## src/rtl/q_row_fetch.sv

```systemverilog
// q_row_fetch: reads one 15-action Q-table row from a single-port RAM, one
// word per cycle, and presents it in parallel on Q_Act1..Q_Act15. It also
// arbitrates single-word Q-value write-backs onto the same RAM port. Writes
// win over reads. The fetched row is published atomically at the completion
// edge.
module q_row_fetch #(
    parameter int DATA_W  = 16,
    parameter int STATE_W = 8
) (
    input  logic               clk,
    input  logic               rst_n,
    input  logic               rd_req,
    input  logic [STATE_W-1:0] rd_state,
    output logic               rd_ack,
    input  logic               wr_req,
    input  logic [STATE_W-1:0] wr_state,
    input  logic [3:0]         wr_action,
    input  logic [DATA_W-1:0]  wr_data,
    output logic               wr_ack,
    output logic               busy,
    output logic               ram_en,
    output logic               ram_we,
    output logic [STATE_W+3:0] ram_addr,
    output logic [DATA_W-1:0]  ram_wdata,
    input  logic [DATA_W-1:0]  ram_rdata,
    output logic [DATA_W-1:0]  Q_Act1,
    output logic [DATA_W-1:0]  Q_Act2,
    output logic [DATA_W-1:0]  Q_Act3,
    output logic [DATA_W-1:0]  Q_Act4,
    output logic [DATA_W-1:0]  Q_Act5,
    output logic [DATA_W-1:0]  Q_Act6,
    output logic [DATA_W-1:0]  Q_Act7,
    output logic [DATA_W-1:0]  Q_Act8,
    output logic [DATA_W-1:0]  Q_Act9,
    output logic [DATA_W-1:0]  Q_Act10,
    output logic [DATA_W-1:0]  Q_Act11,
    output logic [DATA_W-1:0]  Q_Act12,
    output logic [DATA_W-1:0]  Q_Act13,
    output logic [DATA_W-1:0]  Q_Act14,
    output logic [DATA_W-1:0]  Q_Act15,
    output logic               q_valid
);

    localparam int         N_ACT    = 15;
    localparam logic [3:0] LAST_ACT = 4'd14;
    localparam logic [3:0] NO_SLOT  = 4'd15;

    typedef enum logic [1:0] {IDLE, WRITE, READ, DRAIN} state_t;
    typedef logic [DATA_W-1:0] row_t [N_ACT];

    state_t               state_q, state_d;
    logic [3:0]           cnt_q, cnt_d;
    logic [STATE_W-1:0]   rd_state_q, rd_state_d;
    logic                 rd_ack_q, rd_ack_d;
    logic                 wr_ack_q, wr_ack_d;
    logic                 busy_q, busy_d;
    logic                 ram_en_q, ram_en_d;
    logic                 ram_we_q, ram_we_d;
    logic [STATE_W+3:0]   ram_addr_q, ram_addr_d;
    logic [DATA_W-1:0]    ram_wdata_q, ram_wdata_d;
    logic                 q_valid_q, q_valid_d;
    // A read issued one cycle ago has its data on ram_rdata this cycle.
    logic                 rv_q, rv_d;
    logic [3:0]           rv_idx_q, rv_idx_d;
    row_t                 shadow_q, shadow_d;
    row_t                 q_row_q, q_row_d;
    logic                 can_accept;

    // Next-state, RAM command and row-capture logic.
    always_comb begin
        // NOTE: every signal gets a default first so no path leaves one unassigned (no latches).
        state_d     = state_q;
        cnt_d       = cnt_q;
        rd_state_d  = rd_state_q;
        rd_ack_d    = 1'b0;
        wr_ack_d    = 1'b0;
        ram_en_d    = 1'b0;
        ram_we_d    = 1'b0;
        ram_addr_d  = ram_addr_q;
        ram_wdata_d = ram_wdata_q;
        q_valid_d   = q_valid_q;
        shadow_d    = shadow_q;
        q_row_d     = q_row_q;
        rv_d        = ram_en_q & ~ram_we_q;
        rv_idx_d    = ram_addr_q[3:0];
        can_accept  = 1'b0;

        if (rv_q) begin
            shadow_d[rv_idx_q] = ram_rdata;
        end

        case (state_q)
            IDLE:  can_accept = 1'b1;
            WRITE: state_d = IDLE;
            READ: begin
                if (cnt_q == LAST_ACT) begin
                    state_d = DRAIN;
                end else begin
                    cnt_d      = cnt_q + 4'd1;
                    ram_en_d   = 1'b1;
                    ram_addr_d = {rd_state_q, cnt_d};
                end
            end
            DRAIN: begin
                // Last word lands this edge; publish the whole row at once.
                q_row_d    = shadow_d;
                q_valid_d  = 1'b1;
                state_d    = IDLE;
                can_accept = 1'b1;
            end
            default: state_d = IDLE;
        endcase

        if (can_accept) begin
            if (wr_req) begin
                state_d     = WRITE;
                wr_ack_d    = 1'b1;
                ram_en_d    = (wr_action != NO_SLOT);
                ram_we_d    = (wr_action != NO_SLOT);
                ram_addr_d  = {wr_state, wr_action};
                ram_wdata_d = wr_data;
            end else if (rd_req) begin
                state_d    = READ;
                rd_ack_d   = 1'b1;
                q_valid_d  = 1'b0;
                cnt_d      = 4'd0;
                rd_state_d = rd_state;
                ram_en_d   = 1'b1;
                ram_addr_d = {rd_state, 4'd0};
            end
        end

        busy_d = (state_d != IDLE);
    end

    // State, registered outputs and row storage.
    always_ff @(posedge clk or negedge rst_n) begin
        if (!rst_n) begin
            state_q     <= IDLE;
            cnt_q       <= '0;
            rd_state_q  <= '0;
            rd_ack_q    <= 1'b0;
            wr_ack_q    <= 1'b0;
            busy_q      <= 1'b0;
            ram_en_q    <= 1'b0;
            ram_we_q    <= 1'b0;
            ram_addr_q  <= '0;
            ram_wdata_q <= '0;
            q_valid_q   <= 1'b0;
            rv_q        <= 1'b0;
            rv_idx_q    <= '0;
            // NOTE: the row arrays are reset because Q_Act* must read 0 out of reset; they are small flop arrays, not RAM.
            shadow_q    <= '{default: '0};
            q_row_q     <= '{default: '0};
        end else begin
            // NOTE: non-blocking assignments here so all flops update from pre-edge values.
            state_q     <= state_d;
            cnt_q       <= cnt_d;
            rd_state_q  <= rd_state_d;
            rd_ack_q    <= rd_ack_d;
            wr_ack_q    <= wr_ack_d;
            busy_q      <= busy_d;
            ram_en_q    <= ram_en_d;
            ram_we_q    <= ram_we_d;
            ram_addr_q  <= ram_addr_d;
            ram_wdata_q <= ram_wdata_d;
            q_valid_q   <= q_valid_d;
            rv_q        <= rv_d;
            rv_idx_q    <= rv_idx_d;
            shadow_q    <= shadow_d;
            q_row_q     <= q_row_d;
        end
    end

    assign rd_ack    = rd_ack_q;
    assign wr_ack    = wr_ack_q;
    assign busy      = busy_q;
    assign ram_en    = ram_en_q;
    assign ram_we    = ram_we_q;
    assign ram_addr  = ram_addr_q;
    assign ram_wdata = ram_wdata_q;
    assign q_valid   = q_valid_q;

    assign Q_Act1  = q_row_q[0];
    assign Q_Act2  = q_row_q[1];
    assign Q_Act3  = q_row_q[2];
    assign Q_Act4  = q_row_q[3];
    assign Q_Act5  = q_row_q[4];
    assign Q_Act6  = q_row_q[5];
    assign Q_Act7  = q_row_q[6];
    assign Q_Act8  = q_row_q[7];
    assign Q_Act9  = q_row_q[8];
    assign Q_Act10 = q_row_q[9];
    assign Q_Act11 = q_row_q[10];
    assign Q_Act12 = q_row_q[11];
    assign Q_Act13 = q_row_q[12];
    assign Q_Act14 = q_row_q[13];
    assign Q_Act15 = q_row_q[14];

endmodule

```

## config.mk

```make
export PLATFORM = sky130hd
export DESIGN_NAME = q_row_fetch
export DESIGN_NICKNAME = d
export VERILOG_FILES = /design/src/rtl/q_row_fetch.sv
export SDC_FILE = /design/constraint.sdc
export NUM_CORES = 1
export LEC_CHECK = 0
export ABC_AREA = 1
export BUFFER_PORTS_ARGS = -buffer_cell sky130_fd_sc_hd__buf_4
export CORE_MARGIN = 8
export CORE_UTILIZATION = 45
export DETAILED_ROUTE_END_ITERATION = 8
export PLACE_DENSITY = 0.62
export SYNTH_ARGS = -nofsm -noshare
export SYNTH_HDL_FRONTEND = slang
export SYNTH_SLANG_ARGS = --single-unit
```

## constraint.sdc

```tcl
create_clock -name clk -period 2.2 [get_ports clk]
set_input_delay 0.44 -clock clk [delete_from_list [all_inputs] [get_ports clk]]
set_output_delay 0.44 -clock clk [all_outputs]
set_load 0.1 [all_outputs]
```

# [Word level (Yosys, flattened, before mapping)]
# Cells that the tools add are included.
# W data, S select, Z words.
[totals] word_cells=98 inputBits=56 ff_bits=533 output_inout_bits=274
[classes] bitwise=4 n_mux=36 reduce_logical=7 magnitude_cmp=2 n_eq_ne=5 n_addsub=1
[ops] operator="$bwmux W240" count=1
[ops] operator="$mux W240" count=1
[ops] operator="$demux W16 S4" count=1
[ops] operator="$mux W12" count=5
[ops] operator="$mux W4" count=5
[ops] operator="$mux W1" count=17
[ops] operator="$mux W16" count=1
[ops] operator="$mux W2" count=4
[ops] operator="$ge A5 B5 Y1 const B" count=1
[ops] operator="$lt A5 B1 Y1 const B" count=1
[ops] operator="$not A4 Y5" count=1
[ops] operator="$add A4 B1 Y4 const B" count=1
[ops] operator="$eq A2 B2 Y1 const B" count=2
[ops] operator="$eq A4 B4 Y1 const B" count=1
[ops] operator="$ne A4 B4 Y1 const B" count=1
[ops] operator="$pmux W2 S2" count=1
[ops] operator="$reduce_or A2 Y1" count=2
[ops] operator="$reduce_and A3 Y1" count=1
[ops] operator="$eq A2 B1 Y1 const B" count=1
[ops] operator="$logic_not A2 Y1" count=1
[ops] operator="$not A1 Y1" count=2
[ops] operator="$reduce_and A2 Y1" count=1
[ops] operator="$reduce_bool A2 Y1" count=1
[ops] operator="$and A1 B1 Y1" count=1
[ops] operator="$logic_and A1 B1 Y1" count=1

# [Longest topological paths before layout]
[logic_depth] word_depth=7 mapped_depth=8

# [Worst setup path after synthesis]
# No wires, ideal clock.
[synth_timing] kind="reg2reg" start="reg state_q[0]" end="reg ram_wdata_q[10] (netlist: ram_wdata[10])" path_slack_ns=0.551 required_ns=2.078 setup_time_ns=0.122 arrival_ns=1.527 path_stages_with_launch=8 cell_sequence="dfrtp_1 -> inv_1 -> ha_1 -> nor2_1 -> clkinv_1 -> clkbuf_1 -> nand2_1 -> nand2_1"
[synth_via] elab_chain_len=4 word_cells_on_any_way=5
[synth_rtl] element="start, declared" line="51" text="state_t state_q, state_d;"
[synth_rtl] element="start signal, assigned" line="157" text="state_q <= state_d;"
[synth_rtl] element="$eq A2 B2 Y1 / $logic_not A2 Y1 (equally long branches)" line="92" text="case (state_q)"
[synth_rtl] element="$reduce_or A2 Y1 (no source line) (*)"
[synth_rtl] element="$mux W1 (*)" line="92"
[synth_rtl] element="$reduce_and A2 Y1 (no source line) (*)"
[synth_rtl] element="end signal, assigned" line="166" text="ram_wdata_q <= ram_wdata_d;"
[synth_rtl] element="end, declared" line="60" text="logic [DATA_W-1:0] ram_wdata_q, ram_wdata_d;"
# Mark *: on every way between the ends. The rest lies on a longest branch, timed or not.
# A chain may end at the register's enable or synchronous reset.

# [Final worst setup path]
[layout_timing] start="reg ram_addr_q[2] (netlist: ram_addr[2])" end="out ram_addr[2]"
[layout_lines] element="start, declared" line="59" text="logic [STATE_W+3:0] ram_addr_q, ram_addr_d;"
[layout_lines] element="start signal, assigned" line="165" text="ram_addr_q <= ram_addr_d;"
[layout_lines] element="end, declared" line="23" text="output logic [STATE_W+3:0] ram_addr,"
# No word-level cell between the ends.

==> flow_summary_export.csv <==
group,metric,value,unit
setup_path,crit_path_start,"ram_addr[2]",
logic_synthesis,yosys.area.top_type,"sky130_fd_sc_hd__dfrtp_1",
sta,totalNegativeSetupSlack,0,ps
setup_path,path_max_fanout,3,
logic_synthesis,synth-async-reset-ratio,1.00,
routing,drt-vias-per-instance,5.01,
finish,synthesis_to_layout_area_growth,24.5,%
grt,grt_antenna_before_repair,0,
setup_path,critPathTopFamily,"flip-flops",
sta,timing.final.crit_period,1840,ps
logic_synthesis,syn_area,22600,µm²
cts,cts_made_buffers,55,
logic_synthesis,average_size_of_a_mapped_cell,8.64,µm²
logic_synthesis,ys_seq_area_frac,0.591,
sta,clock-skew-final,27.2,ps
place,placement.io_buffers,329,
place,placed_cell_area,26200,µm²
finish,drive_above_1_share,0.174,
setup_path,crit_path_start_kind,"register",
die,fp.dieArea,57600,µm²
finish,design_area,28100,µm²
routing,routedWlPerCell,18.7,µm
sta,number_of_pins_with_negative_max_slew_slack_in_the_final_report,0,
sta,worstMarginPinSlew,777,ps
run,drv_cap,0,
setup_path,cp_data_arrival_time,1400,ps
cts,clk_path_buf_depth,3,
cts,h-tree-depth,2,
finish,stdcell_count,3660,
die,chipWidth,240,µm
sta,hold_violations,0,
sta,rsz_0062_raised_after_global_routing,"no",
place,detailed_place_hpwl,43800,µm
grt,first_global_vias,18600,
grt,grt_pass1_wl,107000,µm
routing,total_via_count_in_the_routed_design,18300,
outcome,run_status,"complete, no violations",
sta,slew-limit-headroom,0.477,
die,initial_core_utilization,0.453,
setup_path,timing.critical_path.to_type,"output pin",
die,core.rowCount,82,
setup_path,cp_cell_sequence,"buf_4",
setup_path,rr_startpoint,"state_q[0]",
min_path,hp-class,"in -> reg",
logic_synthesis,synth.top_cells.by_area,"sky130_fd_sc_hd__dfrtp_1 (59%), sky130_fd_sc_hd__nand2_1 (16%), sky130_fd_sc_hd__nand3_1 (6.3%)",
routing,initialDrtViolationCount,1479,
die,boundaryPins,330,
die,core-area,49900,µm²
finish,filler_cell_count,4579,
setup_path,cp.required,1760,ps
min_path,hold_depth,3,
logic_synthesis,dominantRegCellSynth,"sky130_fd_sc_hd__dfrtp_1",
setup_path,critical_path_top_delay_cell,"sky130_fd_sc_hd__dfrtp_1",
setup_path,max_stage_delay,460,ps
cts,clk_root_buffer_cell,"sky130_fd_sc_hd__clkbuf_16",
grt,pin_count_of_the_biggest_net_entering_global_routing,116,
logic_synthesis,synth_fp_nets,2674,
grt,grt_use_total,0.236,
logic_synthesis,synth_edf_count,0,
logic_synthesis,total_of_flip_flops_plus_latches_after_synthesis,533,
sta,upper_clock_frequency_limit,544,MHz
cts,clk-insertion-delay-late,620,ps
sta,final_min_period_over_clock_period,0.836,
finish,final_nets,3005,
logic_synthesis,synth_top_cell_area_share,0.591,
logic_synthesis,ys_types,20,
routing,remaining_drc_errors,0,
setup_path,timing.reg2reg.worst_path_depth,7,
routing,final_antenna_net_count,0,
sta,final-setup-viol-count,0,
die,die_h,240,µm
setup_path,worst-path-buf-inv,1,
logic_synthesis,synth_warnings,0,
place,gp_congestion,0.801,
cts,clkSinkCount,533,
cts,clk_pin_slew,60,ps
place,dp_cells,3557,
cts,tritoncts_clock_tree,"done",
grt,global_route.overflow_total,0,
logic_synthesis,synth_cells,2612,
min_path,holdCritStartpoint,"wr_data[3]",
sta,setup_ws,361,ps
routing,drt_pass1_iterations,5,
setup_path,crit_cells,1,
place,preCtsSetupSlack,443,ps
routing,routed_wirelength,68600,µm
finish,insertedDiodeCount,0,
setup_path,timing.setup.critical_path_class,"reg -> out",
area by class of cell:
| class | instances | area, µm² | share of cell area |
|---|---|---|---|
| flip-flops and latches | 533 | 13300 | 0.474 |
| multi-input cells | 1637 | 7570 | 0.269 |
| repair buffers | 416 | 3300 | 0.117 |
| clock buffers | 80 | 1640 | 0.0584 |
| inverters | 300 | 1130 | 0.0402 |
| well taps | 672 | 841 | 0.0299 |
| clock inverters | 22 | 300 | 0.0107 |
logic make-up (layout without fill, tap and decap cells):
group                      count (synthesis)  count (layout)  synth area share
AOI/OAI and AO/OA                         52              52            0.0152
DFF                                      533             533             0.591
buffers and inverters                    442             818            0.0760
adders and majority gates                  6               6           0.00332
xor gates and xnor gates                   1               1          0.000388
and+or+nand+nor                         1578            1578             0.314
per-layer routing:
| layer | GRT usage | share of wire |
|---|---|---|
| met1 | 0.319 | 0.44 |
| met2 | 0.384 | 0.47 |
| met3 | 0.0465 | 0.062 |
| met4 | 0.0728 | 0.028 |
| met5 | 0 | 0 |
through the flow:
step                      hold WS [ps]  utilization
final                             43.8        0.564
after global routing              25.1        0.564
after CTS                         5.16        0.564
after detailed placement           379        0.525
after global placement             377        0.525
after floorplan                    144            -
placed cells by master, fill, tap and decap left out, types with 7 or more instances in the layout:
cell / n
sky130_fd_sc_hd__clkbuf_16: 56
sky130_fd_sc_hd__clkinv_2: 13
sky130_fd_sc_hd__nand3_1: 285
sky130_fd_sc_hd__nor2_2: 7
sky130_fd_sc_hd__dfrtp_1: 532
sky130_fd_sc_hd__and2_1: 208
sky130_fd_sc_hd__o21ai_0: 14
sky130_fd_sc_hd__clkbuf_8: 15
sky130_fd_sc_hd__bufinv_16: 7
sky130_fd_sc_hd__clkbuf_1: 9
sky130_fd_sc_hd__nand2_1: 948
sky130_fd_sc_hd__nand4_1: 115
sky130_fd_sc_hd__buf_12: 13
sky130_fd_sc_hd__inv_1: 296
sky130_fd_sc_hd__nor2_1: 11
sky130_fd_sc_hd__buf_4: 401
sky130_fd_sc_hd__o21a_1: 32
worst paths after layout:
kind | end | slack (ps)
max | ram_addr[2] | 360
min | ram_wdata[3] | 40
max reg2reg | ram_addr[6] | 420
min reg2reg | Q_Act6[0] | 480
max in group asynchronous | ram_addr[3] | 980
min in group asynchronous | Q_Act3[9] | 350
worst reg2reg max path, stage by stage, from the launching register on:
cell and delay [ps]:
sky130_fd_sc_hd__dfrtp_1 390, sky130_fd_sc_hd__inv_1 100, sky130_fd_sc_hd__ha_1 330, sky130_fd_sc_hd__inv_1 100, sky130_fd_sc_hd__o21ai_0 290, sky130_fd_sc_hd__buf_4 280
sky130_fd_sc_hd__nand3_1 90, sky130_fd_sc_hd__nand3_1 80
what timing repair did:
action                                  4_1_cts  5_1_grt
hold buffers                                  1        0
gates resized for setup                       0        0
endpoints found under the setup margin        0        0
endpoints found under the hold margin        21        0
setup buffers                                 0        0
synthesized netlist by cell type, types with 2 or more instances:
cell type	n
sky130_fd_sc_hd__a21oi_1	5
sky130_fd_sc_hd__and2_1	208
sky130_fd_sc_hd__buf_1	16
sky130_fd_sc_hd__buf_2	45
sky130_fd_sc_hd__clkbuf_1	81
sky130_fd_sc_hd__clkinv_1	4
sky130_fd_sc_hd__dfrtp_1	533
sky130_fd_sc_hd__ha_1	6
sky130_fd_sc_hd__inv_1	296
sky130_fd_sc_hd__nand2_1	948
sky130_fd_sc_hd__nand3_1	285
sky130_fd_sc_hd__nand4_1	115
sky130_fd_sc_hd__nor2_1	18
sky130_fd_sc_hd__nor2_2	2
sky130_fd_sc_hd__o21a_1	32
sky130_fd_sc_hd__o21ai_0	14
sequential cells by signal, summed over array words and instances, names as in the netlist, 8 cells and up:
name	cells
Q_Act15	16
Q_Act2	16
Q_Act5	16
Q_Act3	16
shadow_q	240
Q_Act4	16
Q_Act10	16
Q_Act14	16
Q_Act6	16
Q_Act8	16
Q_Act9	16
ram_addr	12
Q_Act13	16
Q_Act12	16
Q_Act11	16
Q_Act7	16
ram_wdata	16
Q_Act1	16
rd_state_q	8
Power is left out: the tool's default activity adds up to more than one toggle a clock period on the data nets, which glitch-free logic cannot reach.
